[config.mk]
export PLATFORM = sky130hd
export DESIGN_NAME = vga_scan_addr_flat
export DESIGN_NICKNAME = d
export VERILOG_FILES = /design/src/rtl/vga_pkg.sv /design/src/rtl/vga_scan_addr_if.sv /design/src/rtl/vga_sync_delay.sv /design/src/rtl/vga_scan_addr.sv /design/src/flat_wrapper.sv
export SDC_FILE = /design/constraint.sdc
export NUM_CORES = 1
export LEC_CHECK = 0
export BUFFER_PORTS_ARGS = -buffer_cell sky130_fd_sc_hd__buf_4
export CAP_MARGIN = 20
export CORE_MARGIN = 2
export CORE_UTILIZATION = 50
export DETAILED_ROUTE_END_ITERATION = 10
export PLACE_DENSITY_LB_ADDON = 0.12
export SETUP_SLACK_MARGIN = 0.05
export SYNTH_ARGS = -nofsm -noshare
export SYNTH_HDL_FRONTEND = slang
export SYNTH_SLANG_ARGS = --single-unit
[constraint.sdc]
create_clock -name clk -period 4.5 [get_ports clk]
set_input_delay 1.35 -clock clk [delete_from_list [all_inputs] [get_ports clk]]
set_output_delay 1.35 -clock clk [all_outputs]
set_load 0.03 [all_outputs]
[src/rtl/vga_pkg.sv]
// Shared timing and geometry constants for the VGA controller.
// VRam and the scan generator both take VRAM_LAT from here.
package vga_pkg;

    localparam int VGA_H_VIS  = 640;
    localparam int VGA_H_FP   = 16;
    localparam int VGA_H_SYNC = 96;
    localparam int VGA_H_BP   = 48;

    localparam int VGA_V_VIS  = 480;
    localparam int VGA_V_FP   = 10;
    localparam int VGA_V_SYNC = 2;
    localparam int VGA_V_BP   = 33;

    localparam int VGA_SCALE  = 5;
    localparam int VGA_FB_W   = 128;
    localparam int VGA_FB_H   = 96;
    localparam int VGA_ADDR_W = 14;

    localparam int VGA_VRAM_LAT = 1;

    typedef struct packed {
        logic hsync;
        logic vsync;
        logic video_on;
    } sync_t;

    localparam sync_t SYNC_RST = '{
        hsync:    1'b1,
        vsync:    1'b1,
        video_on: 1'b0
    };

endpackage

[src/rtl/vga_scan_addr_if.sv]
// Raster outputs of the scan generator: VRAM read address,
// aligned sync/blank and the frame marker.
interface vga_scan_addr_if
    import vga_pkg::*;
#(
    parameter int ADDR_W = VGA_ADDR_W
);

    logic [ADDR_W-1:0] addr;
    logic              hsync;
    logic              vsync;
    logic              video_on;
    logic              frame_start;

    modport master (
        output addr,
        output hsync,
        output vsync,
        output video_on,
        output frame_start
    );

    modport slave (
        input addr,
        input hsync,
        input vsync,
        input video_on,
        input frame_start
    );

endinterface

[src/rtl/vga_sync_delay.sv]
// Shift register that holds sync and blank back by the VRam
// read latency so they meet the colour bits of the same pixel.
module vga_sync_delay
    import vga_pkg::*;
#(
    parameter int DEPTH = VGA_VRAM_LAT
) (
    input  logic  clk,
    input  logic  rst,
    input  sync_t din,
    output sync_t dout
);

    generate
        if (DEPTH == 0) begin : g_pass
            assign dout = din;
        end else begin : g_pipe
            sync_t pipe [DEPTH];

            // Shift sync/blank one stage per clk; idle level on reset
            always_ff @(posedge clk or negedge rst) begin
                if (!rst) begin
                    for (int i = 0; i < DEPTH; i++) begin
                        pipe[i] <= SYNC_RST;
                    end
                end else begin
                    pipe[0] <= din;
                    for (int i = 1; i < DEPTH; i++) begin
                        pipe[i] <= pipe[i-1];
                    end
                end
            end

            assign dout = pipe[DEPTH-1];
        end
    endgenerate

endmodule

[src/rtl/vga_scan_addr.sv]
// Raster scan generator: 25 MHz pixel tick from 50 MHz clk,
// h/v timing, and divider-free VRAM address for a scaled frame buffer.
module vga_scan_addr
    import vga_pkg::*;
#(
    parameter int H_VIS    = VGA_H_VIS,
    parameter int H_FP     = VGA_H_FP,
    parameter int H_SYNC   = VGA_H_SYNC,
    parameter int H_BP     = VGA_H_BP,
    parameter int V_VIS    = VGA_V_VIS,
    parameter int V_FP     = VGA_V_FP,
    parameter int V_SYNC   = VGA_V_SYNC,
    parameter int V_BP     = VGA_V_BP,
    parameter int SCALE    = VGA_SCALE,
    parameter int FB_W     = VGA_FB_W,
    parameter int FB_H     = VGA_FB_H,
    parameter int ADDR_W   = VGA_ADDR_W,
    parameter int VRAM_LAT = VGA_VRAM_LAT
) (
    input  logic            clk,
    input  logic            rst,
    vga_scan_addr_if.master vo
);

    localparam int H_TOT = H_VIS + H_FP + H_SYNC + H_BP;
    localparam int V_TOT = V_VIS + V_FP + V_SYNC + V_BP;
    localparam int HW    = $clog2(H_TOT);
    localparam int VW    = $clog2(V_TOT);
    localparam int SW    = (SCALE > 1) ? $clog2(SCALE) : 1;
    localparam int CW    = (FB_W > 1) ? $clog2(FB_W) : 1;

    localparam logic [HW-1:0] H_ONE   = HW'(1);
    localparam logic [HW-1:0] H_LAST  = HW'(H_TOT - 1);
    localparam logic [HW-1:0] H_VEND  = HW'(H_VIS);
    localparam logic [HW-1:0] H_CLAST = HW'(H_VIS - 1);
    localparam logic [HW-1:0] H_SBEG  = HW'(H_VIS + H_FP);
    localparam logic [HW-1:0] H_SEND  = HW'(H_VIS + H_FP + H_SYNC);

    localparam logic [VW-1:0] V_ONE   = VW'(1);
    localparam logic [VW-1:0] V_LAST  = VW'(V_TOT - 1);
    localparam logic [VW-1:0] V_VEND  = VW'(V_VIS);
    localparam logic [VW-1:0] V_SBEG  = VW'(V_VIS + V_FP);
    localparam logic [VW-1:0] V_SEND  = VW'(V_VIS + V_FP + V_SYNC);

    localparam logic [SW-1:0] S_ONE   = SW'(1);
    localparam logic [SW-1:0] S_LAST  = SW'(SCALE - 1);
    localparam logic [CW-1:0] C_ONE   = CW'(1);

    localparam logic [ADDR_W-1:0] ROW_STEP = ADDR_W'(FB_W);
    localparam logic [ADDR_W-1:0] ADDR_MAX = ADDR_W'(FB_W * FB_H - 1);

    logic              pix_tick;
    logic [HW-1:0]     h_cnt, h_nxt;
    logic [VW-1:0]     v_cnt, v_nxt;
    logic [SW-1:0]     sub_x, sx_nxt;
    logic [SW-1:0]     sub_y, sy_nxt;
    logic [CW-1:0]     col, col_nxt;
    logic [ADDR_W-1:0] row_base, rb_nxt;
    logic [ADDR_W-1:0] addr_q, addr_sum, addr_nxt;
    logic              vis_nxt;
    sync_t             raw_s, dly_s;

    // Pixel tick: high on every other clk
    always_ff @(posedge clk or negedge rst) begin
        if (!rst) begin
            pix_tick <= 1'b0;
        end else begin
            pix_tick <= ~pix_tick;
        end
    end

    // Next raster and scaling counters; only move on pix_tick
    always_comb begin
        h_nxt   = h_cnt;
        v_nxt   = v_cnt;
        sx_nxt  = sub_x;
        col_nxt = col;
        sy_nxt  = sub_y;
        rb_nxt  = row_base;
        if (pix_tick) begin
            if (h_cnt == H_LAST) begin
                h_nxt   = '0;
                sx_nxt  = '0;
                col_nxt = '0;
                if (v_cnt == V_LAST) begin
                    v_nxt  = '0;
                    sy_nxt = '0;
                    rb_nxt = '0;
                end else begin
                    v_nxt = v_cnt + V_ONE;
                    if (v_cnt < V_VEND) begin
                        if (sub_y == S_LAST) begin
                            sy_nxt = '0;
                            rb_nxt = row_base + ROW_STEP;
                        end else begin
                            sy_nxt = sub_y + S_ONE;
                        end
                    end
                end
            end else begin
                h_nxt = h_cnt + H_ONE;
                if (h_cnt < H_CLAST) begin
                    if (sub_x == S_LAST) begin
                        sx_nxt  = '0;
                        col_nxt = col + C_ONE;
                    end else begin
                        sx_nxt = sub_x + S_ONE;
                    end
                end
            end
        end
    end

    // Address for the pixel the counters will point at next
    always_comb begin
        vis_nxt  = (h_nxt < H_VEND) && (v_nxt < V_VEND);
        addr_sum = rb_nxt + ADDR_W'(col_nxt);
        addr_nxt = '0;
        if (vis_nxt && (addr_sum <= ADDR_MAX)) begin
            addr_nxt = addr_sum;
        end
    end

    // Counter and address registers
    always_ff @(posedge clk or negedge rst) begin
        if (!rst) begin
            h_cnt    <= '0;
            v_cnt    <= '0;
            sub_x    <= '0;
            col      <= '0;
            sub_y    <= '0;
            row_base <= '0;
            addr_q   <= '0;
        end else begin
            h_cnt    <= h_nxt;
            v_cnt    <= v_nxt;
            sub_x    <= sx_nxt;
            col      <= col_nxt;
            sub_y    <= sy_nxt;
            row_base <= rb_nxt;
            addr_q   <= addr_nxt;
        end
    end

    // Undelayed sync and blank decoded from the current counters
    always_comb begin
        raw_s.hsync    = ~((h_cnt >= H_SBEG) && (h_cnt < H_SEND));
        raw_s.vsync    = ~((v_cnt >= V_SBEG) && (v_cnt < V_SEND));
        raw_s.video_on = (h_cnt < H_VEND) && (v_cnt < V_VEND);
    end

    vga_sync_delay #(
        .DEPTH (VRAM_LAT)
    ) u_dly (
        .clk  (clk),
        .rst  (rst),
        .din  (raw_s),
        .dout (dly_s)
    );

    assign vo.addr        = addr_q;
    assign vo.hsync       = dly_s.hsync;
    assign vo.vsync       = dly_s.vsync;
    assign vo.video_on    = dly_s.video_on;
    assign vo.frame_start = pix_tick & (h_cnt == '0) & (v_cnt == '0);

endmodule

[src/flat_wrapper.sv]
// flat-port wrapper written by rule: the top's interface ports become plain ports
module vga_scan_addr_flat import vga_pkg::*;
#(
    parameter int H_VIS    = VGA_H_VIS,
    parameter int H_FP     = VGA_H_FP,
    parameter int H_SYNC   = VGA_H_SYNC,
    parameter int H_BP     = VGA_H_BP,
    parameter int V_VIS    = VGA_V_VIS,
    parameter int V_FP     = VGA_V_FP,
    parameter int V_SYNC   = VGA_V_SYNC,
    parameter int V_BP     = VGA_V_BP,
    parameter int SCALE    = VGA_SCALE,
    parameter int FB_W     = VGA_FB_W,
    parameter int FB_H     = VGA_FB_H,
    parameter int ADDR_W   = VGA_ADDR_W,
    parameter int VRAM_LAT = VGA_VRAM_LAT
)
  (clk, rst, vo_addr, vo_hsync, vo_vsync, vo_video_on, vo_frame_start);
  vga_scan_addr_if #(.ADDR_W(ADDR_W)) vo_i ();
  input  logic clk;
  input  logic rst;
  output wire logic [$bits(vo_i.addr)-1:0] vo_addr;
  output wire logic [$bits(vo_i.hsync)-1:0] vo_hsync;
  output wire logic [$bits(vo_i.vsync)-1:0] vo_vsync;
  output wire logic [$bits(vo_i.video_on)-1:0] vo_video_on;
  output wire logic [$bits(vo_i.frame_start)-1:0] vo_frame_start;
  assign vo_addr = vo_i.addr;
  assign vo_hsync = vo_i.hsync;
  assign vo_vsync = vo_i.vsync;
  assign vo_video_on = vo_i.video_on;
  assign vo_frame_start = vo_i.frame_start;
  vga_scan_addr #(.H_VIS(H_VIS), .H_FP(H_FP), .H_SYNC(H_SYNC), .H_BP(H_BP), .V_VIS(V_VIS), .V_FP(V_FP), .V_SYNC(V_SYNC), .V_BP(V_BP), .SCALE(SCALE), .FB_W(FB_W), .FB_H(FB_H), .ADDR_W(ADDR_W), .VRAM_LAT(VRAM_LAT)) u_core (.clk(clk), .rst(rst), .vo(vo_i));
endmodule
==> results.md, run 1 <==
- Final #Nets: 420
- # fillers: 621
- GRT Overall Usage: 20.34%
- H-tree levels: 3
- I/O pin total: 20
- Fraction of registers with async set or reset after synthesis: 100.0%
- Die ar.: 8159 um2
- Status: finished clean
- Top delay family on crit path: compound AO/OA/AOI/OAI gates
- Flops & latches, synth: 65
- Power per cell area: 275.4 nW/um2
- Post-synth cell types: 64
- Worst-Skew Late Latency: 0.34 ns
- Synthesized Nets: 400
- Largest area contributor in the netlist: dfrtp_1
- Crit path cell chain: ha_1, nand2_1, o31ai_1, a211oi_2, nand4_1, or3_1, a21oi_1, ha_1, o21ai_0, nand2b_1, a31oi_1, a21oi_1, o311ai_1, mux2_2, a2111oi_2
- Postcts setup bufs: 0
- Starting density of the core: 51.37%
- Syn Area/Cell: 9.805 um2
- Setup_tns: 0 ns
- Clock buffer depth: 2
- Initial DRC count: 168
- Simple-Gate Fraction of Synth Area: 21.66%
- Syn-to-layout area delta: 12.69%
- Synth Area in Compound Gates: 16.62%
- Clock transition at path regs: 0.08 ns
- Post-synth EDFFs: 0
- CTS tree: built
- Rows: 31
- Critical path's slowest cell: mux2_2
- Final setup vio count: 0
- Root Buffer: clkbuf_8
- Hold crit path type: reg2reg
- RSZ-0062 raised after global routing: false
- Worst setup SP type: flop
- Routed Antenna Nets: 0
- Most common flop cell mapped by yosys: dfrtp_1
- Max capacitance violation total: 0
- Via-per-instance ratio: 5.641
- DP HPWL: 5352 um
- Share of cells above drive strength 1: 17.28%
- Final setup skew: 0.008187 ns
- CP Data Required Time: 4.74 ns
- CP Buf/Inv Count: 0
- Port buffer count: 19
- Initial antenna violation count: 0
- CTS sink count: 65
- Number of global-route vias before repair: 2,743
- Register area share after synthesis: 43.72%
- Fin area: 4199 um2
- Width of the die: 90.33 um
- Num CTS Buffers: 9
- Critical path class: reg2reg
- Main combinational cell family by area after synthesis: simple AND/OR/NAND/NOR gates
- WL/cell: 15.31 um
- Total number of vias: 2,843
- Post-synthesis mux area share: 1.276%
- Worst stage delay on the critical path: 0.52 ns
- Largest net degree at the start of global routing: 66
- Cell count after synthesis: 380
- Final Util: 57.89%
- Die Ht: 90.33 um
- CP max FO: 14
- Largest cells by area after synthesis: dfrtp_1 42%, ha_1 5.7%, nand2_1 3.5%, xor2_1 3.5%, nor2_1 2.8%
- Syn Std Cell Area: 3726 um2
- GRT overflow: 0
- Final Cycle Share: 90.03%
- Worst setup EP type: flop
- Adder-cell share of the synthesized area: 6.246%
- Post-Synth XOR/XNOR Area: 5.876%
- Worst vdd ir: 0.1856 mV
- Worst hold slack: 0.5308 ns
- Placed Area: 3953 um2
- First-pass GRT wire length: 13,340 um
- Relative slew margins: 46.72%
- # resized after CTS: 0
- Fmax: 246.8 MHz
- Diodes inserted: 0
- P_leak: 0.001898 uW
- Yosys warning total: 0
- Total Wirelength: 7718 um
- Worst Path Arrival: 4.29 ns
- Core Region: 7253 um2
- Yosys top cell area share: 42.31%
- Final Max Slew Viols: 0
- DRC: 0
- Cts hold-fix bufs: 0
- Final Hold Fails: 0
- Routability Congestion: 0.8469
- Worst slew pin tran: 0.7992 ns
- Final min period: 4.051 ns
- Pre-antenna DRT Iters: 4
==> per-layer routing <==
layer  vias up  GRT usage [%]  share of wire [%]
met1      1357          27.66                 48
li1       1411              -                  -
met2        64          32.46                 47
met4         0          6.410                1.3
met3        11          4.758                3.6
met5         -              0                  0
==> cell usage after synthesis (all sizes together), types with 2 or more instances <==
cell type,instances
a2111oi,2
a211oi,9
a21oi,18
a22o,4
a31oi,4
a41oi,2
and2,4
and3,5
buf,13
clkbuf,5
dfrtp,63
dfstp,2
ha,17
inv,19
mux2,3
nand2,35
nand2b,2
nand3,13
nand4,12
nand4b,3
nor2,28
nor2b,13
nor3,14
nor3b,5
nor4,5
o211ai,3
o21a,3
o21ai,16
o311ai,2
o31a,2
o31ai,6
or3,2
or4,3
xnor2,10
xor2,15
==> power breakdown <==
part	leakage, uW	internal, uW	switching, uW
logic	0.000917	0.533	10.7
registers	0.000868	584	0
clock network	0.000113	329	233
==> cell families after synthesis <==
family	count (synthesis)
XOR/XNOR	25
flip-flops	65
buffers and inverters	37
AO/OA/AOI/OAI	81
multiplexers	4
AND/OR/NAND/NOR	150
adder cells (fa/ha/maj)	18
==> stage by stage <==
| stage | power, uW | instances | setup WS [ns] |
|---|---|---|---|
| 2_1_floorplan | 595.3 | 380 | 0.5501 |
| 3_3_place_gp | 607.6 | 488 | 0.3428 |
| 3_5_place_dp | 607.6 | 488 | 0.2652 |
| 4_1_cts | 1175 | 504 | 0.2320 |
| 5_1_grt | 1204 | 504 | 0.06415 |
| 6_report | 1156 | 504 | 0.4486 |
==> placed cells by master (no fill, tap or decap), drive strengths merged, types with 4 or more instances in the layout <==
master / instances
a211oi: 9
a21oi: 18
a22o: 4
a31oi: 4
and2: 4
and3: 5
buf: 27
clkbuf: 10
dfrtp: 63
ha: 17
inv: 20
nand2: 35
nand3: 13
nand4: 12
nor2: 28
nor2b: 13
nor3: 14
nor3b: 5
nor4: 5
o21ai: 16
o31ai: 6
xnor2: 10
xor2: 15
==> state kept, by name, indices dropped and copies added (netlist names), 3 cells and up <==
| signal | cells |
|---|---|
| u_core.u_dly.dout | 3 |
| u_core.v_cnt | 10 |
| u_core.h_cnt | 10 |
| u_core.sub_x | 3 |
| u_core.col | 7 |
| u_core.vo.addr | 14 |
| u_core.row_base | 14 |
| u_core.sub_y | 3 |
==> path summary, 6_finish.rpt <==
path                                              start                            to  slack [ns]  cells after the start
max reg2reg                 u_core.h_cnt[0]$_DFFE_PN0P_   u_core.vo.addr[2]$_DFF_PN0_        0.45                     15
min reg2reg                u_core.row_base[4]$_DFF_PN0_  u_core.row_base[4]$_DFF_PN0_        0.53                      1
max in group asynchronous                           rst   u_core.sub_x[2]$_DFFE_PN0P_        2.89                      1
min                        u_core.row_base[4]$_DFF_PN0_  u_core.row_base[4]$_DFF_PN0_        0.53                      1
min in group asynchronous                           rst     u_core.v_cnt[5]$_DFF_PN0_        1.10                      1
max                         u_core.h_cnt[0]$_DFFE_PN0P_   u_core.vo.addr[2]$_DFF_PN0_        0.45                     15
==> layout make-up <==
type | count | area (um2) | area share (%)
multi-input cells | 278 | 1944 | 46.30
well taps | 99 | 123.9 | 2.950
inverters | 19 | 71.32 | 1.698
clock inverters | 6 | 90.09 | 2.145
flip-flops and latches | 65 | 1629 | 38.80
repair buffers | 27 | 202.7 | 4.827
clock buffers | 10 | 137.6 | 3.278
Note: power is estimated with default switching activity, not from simulation.
==> run 2: changes to the inputs <==
Settings changed: ABC_AREA set to 1, TNS_END_PERCENT set to 100.
==> run 2 against run 1 <==
  * Worst setup slack better by 0.32 ns
  * Sequential share of layout area is 1.3 points higher
  * Critical path depth is 10 higher
  * Clock skew is 0.0041 ns higher
==> results.md, run 2 <==
- Status: finished clean
- Post-synth top cells: 81 x inv_1, 69 x nand2_1, 63 x dfrtp_1
- DP HPWL: 5454 um (+1.9%)
- First-pass GRT wire length: 12,640 um (-5.3%)
- Num CTS Buffers: 9 (unchanged)
- Relative slew margins: 45.31% (-1.4 points)
- Syn-to-layout area delta: 12.12%
- Post-route setup slack: 0.7732 ns (+0.3246 ns)
- Register area share after synthesis: 44.94% (+1.2 points)
- Worst stage delay on the critical path: 0.39 ns (-0.13 ns)
- Yosys warning total: 0 (unchanged)
- Yosys top cell area share: 43.49% (+1.2 points)
- Critical path's slowest cell: dfrtp_1
- Syn Area/Cell: 8.314 um2 (-15%)
- Worst Path Arrival: 3.94 ns (-0.35 ns)
- Final Hold Fails: 0 (unchanged)
- Largest area contributor in the netlist: dfrtp_1
- GRT Overall Usage: 20.79% (+0.45 points)
- WL/cell: 12.99 um (-15%)
- Fraction of registers with async set or reset after synthesis: 100.0% (unchanged)
- GRT overflow: 0 (unchanged)
- Comb pwr share: 1.0% (about the same)
- Final min period: 3.727 ns (-0.3246 ns)
- Worst vdd ir: 0.1488 mV (-20%)
- Post-synth EDFFs: 0 (unchanged)
- Max capacitance violation total: 0 (unchanged)
- Share of cells above drive strength 1: 16.09% (-1.2 points)
- Number of global-route vias before repair: 2,726 (-0.62%)
- Final Cycle Share: 82.82% (-7.2 points)
- Power per cell area: 268.7 nW/um2 (-2.4%)
- Setup_tns: 0 ns (unchanged)
- CP max FO: 12 (-2)
- CTS sink count: 65 (unchanged)
- Port buffer count: 19 (unchanged)
- Initial antenna violation count: 0 (unchanged)
- Total number of vias: 2,840 (-0.11%)
- Pre-CTS WS: 0.7898 ns (+0.5246 ns)
- H-tree levels: 3 (unchanged)
- Most frequent cells in the layout: 81 x inv_1, 69 x nand2_1, 63 x dfrtp_1
- Clock buffer depth: 2 (unchanged)
- Cts hold-fix bufs: 0 (unchanged)
- Core Region: 7137 um2 (-1.6%)
- # fillers: 671 (+8.1%)
- Largest net degree at the start of global routing: 66 (unchanged)
- RSZ-0062 raised after global routing: false
- DRC: 0 (unchanged)
- Final setup vio count: 0 (unchanged)
- I/O pin total: 20 (unchanged)
- Psw: 225.9 uW (-7.1%)
- Diodes inserted: 0 (unchanged)
- Flops & latches, synth: 65 (unchanged)
- CP Data Required Time: 4.71 ns (-0.03 ns)
- Total Wirelength: 7339 um (-4.9%)
- # resized after CTS: 0 (unchanged)
- CTS tree: built
- Switching share of power: 20.68% (-0.35 points)
- Clock transition at path regs: 0.07 ns (about the same)
- Most numerous cell in the Yosys netlist: inv_1
- Synthesized Nets: 456 (+14%)
- Worst setup EP type: flop
- Pre-antenna DRT Iters: 4 (unchanged)
- Cell count after synthesis: 436 (+15%)
- Worst-Skew Late Latency: 0.34 ns (about the same)
- Die Ht: 89.15 um (-1.3%)
- Hold crit path type: reg2reg
- Most common flop cell mapped by yosys: dfrtp_1
- Initial DRC count: 134 (-20%)
- Worst setup SP type: flop
- Final setup skew: 0.01225 ns (+0.004062 ns)
- Syn Std Cell Area: 3625 um2 (-2.7%)
- Postcts setup bufs: 0 (unchanged)
- Final #Nets: 482 (+15%)
- Fmax: 268.3 MHz (+8.7%)
- Width of the die: 89.15 um (-1.3%)
- Critical path class: reg2reg
- Starting density of the core: 50.79% (-0.58 points)
- P_leak: 0.002114 uW (+11%)
- Rows: 31 (unchanged)
- Most common cell after layout, fill and taps aside: inv_1
- Final Util: 56.94% (-0.95 points)
- Reg power frac: 53.5% (+3.0 points)
- Worst slew pin tran: 0.8204 ns (+0.02126 ns)
- Cell internal pwr: 866.2 uW (-5.1%)
- Routability Congestion: 0.8650 (+2.1%)
- Final Max Slew Viols: 0 (unchanged)
- Post-synth cell types: 37 (-42%)
- Largest cells by area after synthesis: dfrtp_1 43%, inv_1 8.4%, nand2_1 7.1%, ha_1 5.9%, nand3_1 5.4%
- CP most frequent cell: nand2_1
- Root Buffer: clkbuf_8
- Routed Antenna Nets: 0 (unchanged)
- Via-per-instance ratio: 5.027 (-11%)
- Clk pwr share: 45.5% (-3.0 points)
- Die ar.: 7947 um2 (-2.6%)
## run 2: per-layer routing
metal	up-vias	global-route usage (%)	routed length, um
li1	1451	-	-
met1	1328	29.03	3625
met2	52	32.39	3368
met3	9	3.324	232
met4	0	8.412	114
met5	-	0	0
## run 2: final cells by class
type | instances | area [um2] | share of cell area (%)
clock buffer | 12 | 155.1 | 3.818
clock inverter | 3 | 40.04 | 0.9852
inverter | 84 | 315.3 | 7.759
multi-input combinational | 282 | 1650 | 40.61
sequential | 65 | 1629 | 40.09
tap | 99 | 123.9 | 3.048
timing repair buffer | 20 | 150.1 | 3.695
## run 2: worst paths after layout
check / start / cells after the start / to / slack (ns)
max: u_core.h_cnt[0]$_DFFE_PN0P_ / 25 / u_core.vo.addr[0]$_DFF_PN0_ / 0.77
min: u_core.row_base[4]$_DFF_PN0_ / 2 / u_core.row_base[4]$_DFF_PN0_ / 0.50
max reg2reg: u_core.h_cnt[0]$_DFFE_PN0P_ / 25 / u_core.vo.addr[0]$_DFF_PN0_ / 0.77
min reg2reg: u_core.row_base[4]$_DFF_PN0_ / 2 / u_core.row_base[4]$_DFF_PN0_ / 0.50
max in group asynchronous: rst / 1 / u_core.row_base[9]$_DFF_PN0_ / 2.85
min in group asynchronous: rst / 1 / u_core.h_cnt[3]$_DFFE_PN0P_ / 1.09
## run 2: critical path, delay by kind of cell (launching register included)
kind                     cells  cell delay (ns)
AND/OR/NAND/NOR             20             2.30
adder cells (fa/ha/maj)      2             0.56
flip-flops                   1             0.39
AO/OA/AOI/OAI                2             0.25
buffers and inverters        1             0.09
## run 2: power by group through the flow
| stage | Sequential [uW] | Clock, uW | Combinational, uW |
|---|---|---|---|
| 4_1_cts | 584 | 508 | 12.5 |
| 3_5_place_dp | 595 | 0 | 12.5 |
| 2_1_floorplan | 595 | 0 | 0.00106 |
| 6_report | 584 | 497 | 11.4 |
| 3_3_place_gp | 595 | 0 | 12.3 |
| 5_1_grt | 584 | 539 | 14.0 |
## run 2: kinds of logic after synthesis
kind of cell	synth area share [%]
AOI/OAI and AO/OA	7.111
adders and majority gates	6.420
buffers and inverters	9.527
DFF	44.94
xor gates and xnor gates	3.141
and+or+nand+nor	28.86
## run 2: metrics by stage
stage	power (uW)	hold slack [ns]	cells	instance area, um2
after floorplan	595.3	0.4679	436	3625
after global placement	607.4	0.4816	550	3869
after detailed placement	607.7	0.4901	550	3869
after CTS	1105	0.5003	565	4064
after global routing	1136	0.5284	565	4064
final	1092	0.5010	565	4064
==> run 3: changes to the inputs <==
Clock period 4.5 ns to 3 ns, I/O delays scaled along.
==> run 3 against run 2 <==
  * The flow now finishes with violations (negative setup slack)
  * Register-to-register slack worse by 1.1 ns
  * Sequential power up 50%
  * First-iteration DRC count down 25%
  * Clock skew down 0.0045 ns
  * Cell count up 13%
  * Fmax up 12%
  * Critical path depth up 1
  * Utilization up 11 points
  * Largest cell class unchanged
  * Worst hold slack worse by 0.0038 ns
  * Sequential share of layout area down 6.6 points
==> results.md, run 3 (synthesis results as in run 2) <==
- Most frequent cells in the layout: 91 x buf_4, 77 x inv_1, 63 x dfrtp_1
- Worst Path Arrival: 3.59 ns (-0.35 ns)
- First-pass GRT wire length: 14,680 um (+16%)
- Hold crit path type: reg2reg
- Worst setup EP type: flop
- I/O pin total: 20 (unchanged)
- DRC: 0 (unchanged)
- Cts hold-fix bufs: 0 (unchanged)
- Rows: 31 (unchanged)
- WL/cell: 13.36 um (+2.8%)
- Port buffer count: 19 (unchanged)
- Initial DRC count: 100 (-25%)
- Largest net degree at the start of global routing: 66 (unchanged)
- Total Wirelength: 8535 um (+16%)
- Syn-to-layout area delta: 34.17%
- Starting density of the core: 50.79% (unchanged)
- Post-route setup slack: -0.3130 ns (-1.086 ns)
- CP Data Required Time: 3.28 ns (-1.43 ns)
- Routability Congestion: 0.8529 (-1.4%)
- Final Hold Fails: 0 (unchanged)
- Critical path's slowest cell: dfrtp_1
- CTS sink count: 65 (unchanged)
- RSZ-0062 raised after global routing: true
- Worst-Skew Late Latency: 0.34 ns (about the same)
- Clock buffer depth: 2 (unchanged)
- Max capacitance violation total: 0 (unchanged)
- FF+latch area: 1629 um2 (unchanged)
- H-tree levels: 3 (unchanged)
- Root Buffer: clkbuf_8
- Num CTS Buffers: 9 (unchanged)
- GRT Overall Usage: 24.10% (+3.3 points)
- Relative slew margins: 46.52% (+1.2 points)
- Worst slew pin tran: 0.8022 ns (-0.01826 ns)
- Width of the die: 89.15 um (unchanged)
- Number of global-route vias before repair: 3,214 (+18%)
- Die ar.: 7947 um2 (unchanged)
- Total number of vias: 3,149 (+11%)
- Worst hold slack: 0.4972 ns (-0.003770 ns)
- Share of cells above drive strength 1: 35.00% (+19 points)
- Worst vdd ir: 0.2252 mV (+51%)
- Multi-input logic area: 1903 um2 (+15%)
- Diodes inserted: 0 (unchanged)
- GRT overflow: 0 (unchanged)
- Fmax: 301.8 MHz (+12%)
- Via-per-instance ratio: 4.928 (-2.0%)
- Final setup skew: 0.007762 ns (-0.004487 ns)
- Most common cell after layout, fill and taps aside: buf_4
- CP max FO: 6 (-6)
- Worst setup SP type: flop
- Final #Nets: 555 (+15%)
- Status: finished with violations
- Clock transition at path regs: 0.07 ns (about the same)
- # fillers: 585 (-13%)
- Critical path class: reg2reg
- DP HPWL: 5951 um (+9.1%)
- CTS tree: built
- Setup_tns: -4.183 ns (-4.183 ns)
- Die Ht: 89.15 um (unchanged)
- Initial antenna violation count: 0 (unchanged)
- Core Region: 7137 um2 (unchanged)
- Power per cell area: 337.0 nW/um2 (+25%)
- Final Max Slew Viols: 0 (unchanged)
- Final setup vio count: 14 (+14)
- Final min period: 3.313 ns (-0.4138 ns)
- Pre-antenna DRT Iters: 4 (unchanged)
- P_leak: 0.002529 uW (+20%)
- Final Cycle Share: 110.4% (+28 points)
- Routed Antenna Nets: 0 (unchanged)
- Worst stage delay on the critical path: 0.39 ns (about the same)
- Failing checks: negative setup slack
==> run 3: final timing paths <==
check,startpoint,to,slack [ns],depth (start not counted)
max,u_core.h_cnt[1]$_DFFE_PN0P_,u_core.vo.addr[3]$_DFF_PN0_,-0.31,26
min,u_core.row_base[0]$_DFF_PN0_,u_core.row_base[0]$_DFF_PN0_,0.50,2
max reg2reg,u_core.h_cnt[1]$_DFFE_PN0P_,u_core.vo.addr[3]$_DFF_PN0_,-0.31,26
min reg2reg,u_core.row_base[0]$_DFF_PN0_,u_core.row_base[0]$_DFF_PN0_,0.50,2
max in group asynchronous,rst,u_core.vo.addr[4]$_DFF_PN0_,1.83,1
min in group asynchronous,rst,u_core.sub_x[2]$_DFFE_PN0P_,0.64,1
==> run 3: layout make-up <==
| type | instances | share of cell area (%) |
|---|---|---|
| Sequential cell | 65 | 33.50 |
| Tap cell | 99 | 2.547 |
| Clock inverter | 7 | 1.466 |
| Multi-Input combinational cell | 283 | 39.13 |
| Inverter | 84 | 6.535 |
| Timing Repair Buffer | 92 | 14.28 |
| Clock buffer | 9 | 2.547 |
==> run 3: worst max-delay path, delay by kind of cell, from the launching register on <==
kind                     cells  cell delay [ns]
adder cells (fa/ha/maj)      2             0.50
flip-flops                   1             0.39
buffers and inverters        1             0.07
AND/OR/NAND/NOR             21             2.04
AO/OA/AOI/OAI                2             0.22
==> run 3: where the power goes <==
group / leakage [uW] / total, uW / internal, uW / switching (uW)
registers: 0.000868 / 876 / 876 / 0
logic: 0.00156 / 16.8 / 0.800 / 16.0
clock network: 0.000103 / 746 / 383 / 363
==> run 3: per-stage QoR <==
| step | util (%) | std cells | power (uW) | setup WS (ns) | cell area [um2] |
|---|---|---|---|---|---|
| after CTS | 66.97 | 636 | 1647 | -0.1715 | 4780 |
| after detailed placement | 61.71 | 605 | 911.2 | -0.3279 | 4404 |
| after global placement | 61.71 | 605 | 911.2 | -0.2409 | 4404 |
| after global routing | 68.15 | 639 | 1702 | -0.5740 | 4863 |
| after floorplan | - | 436 | 893.0 | -0.05117 | 3771 |
| final | 68.15 | 639 | 1639 | -0.3130 | 4863 |
==> run 3: routing by layer <==
layer / up-vias / GRT usage, % / wire (um)
li1: 1596 / - / -
met1: 1486 / 31.67 / 3838
met2: 51 / 39.87 / 4303
met3: 16 / 3.601 / 223
met4: 0 / 10.04 / 169
met5: - / 0 / 0
==> run 3: timing repair <==
item	4_1_cts	5_1_grt
resized for setup	16	17
setup buffers	14	3
endpoints found under the setup margin	14	14
gates cloned	1	0
pin swaps	16	21
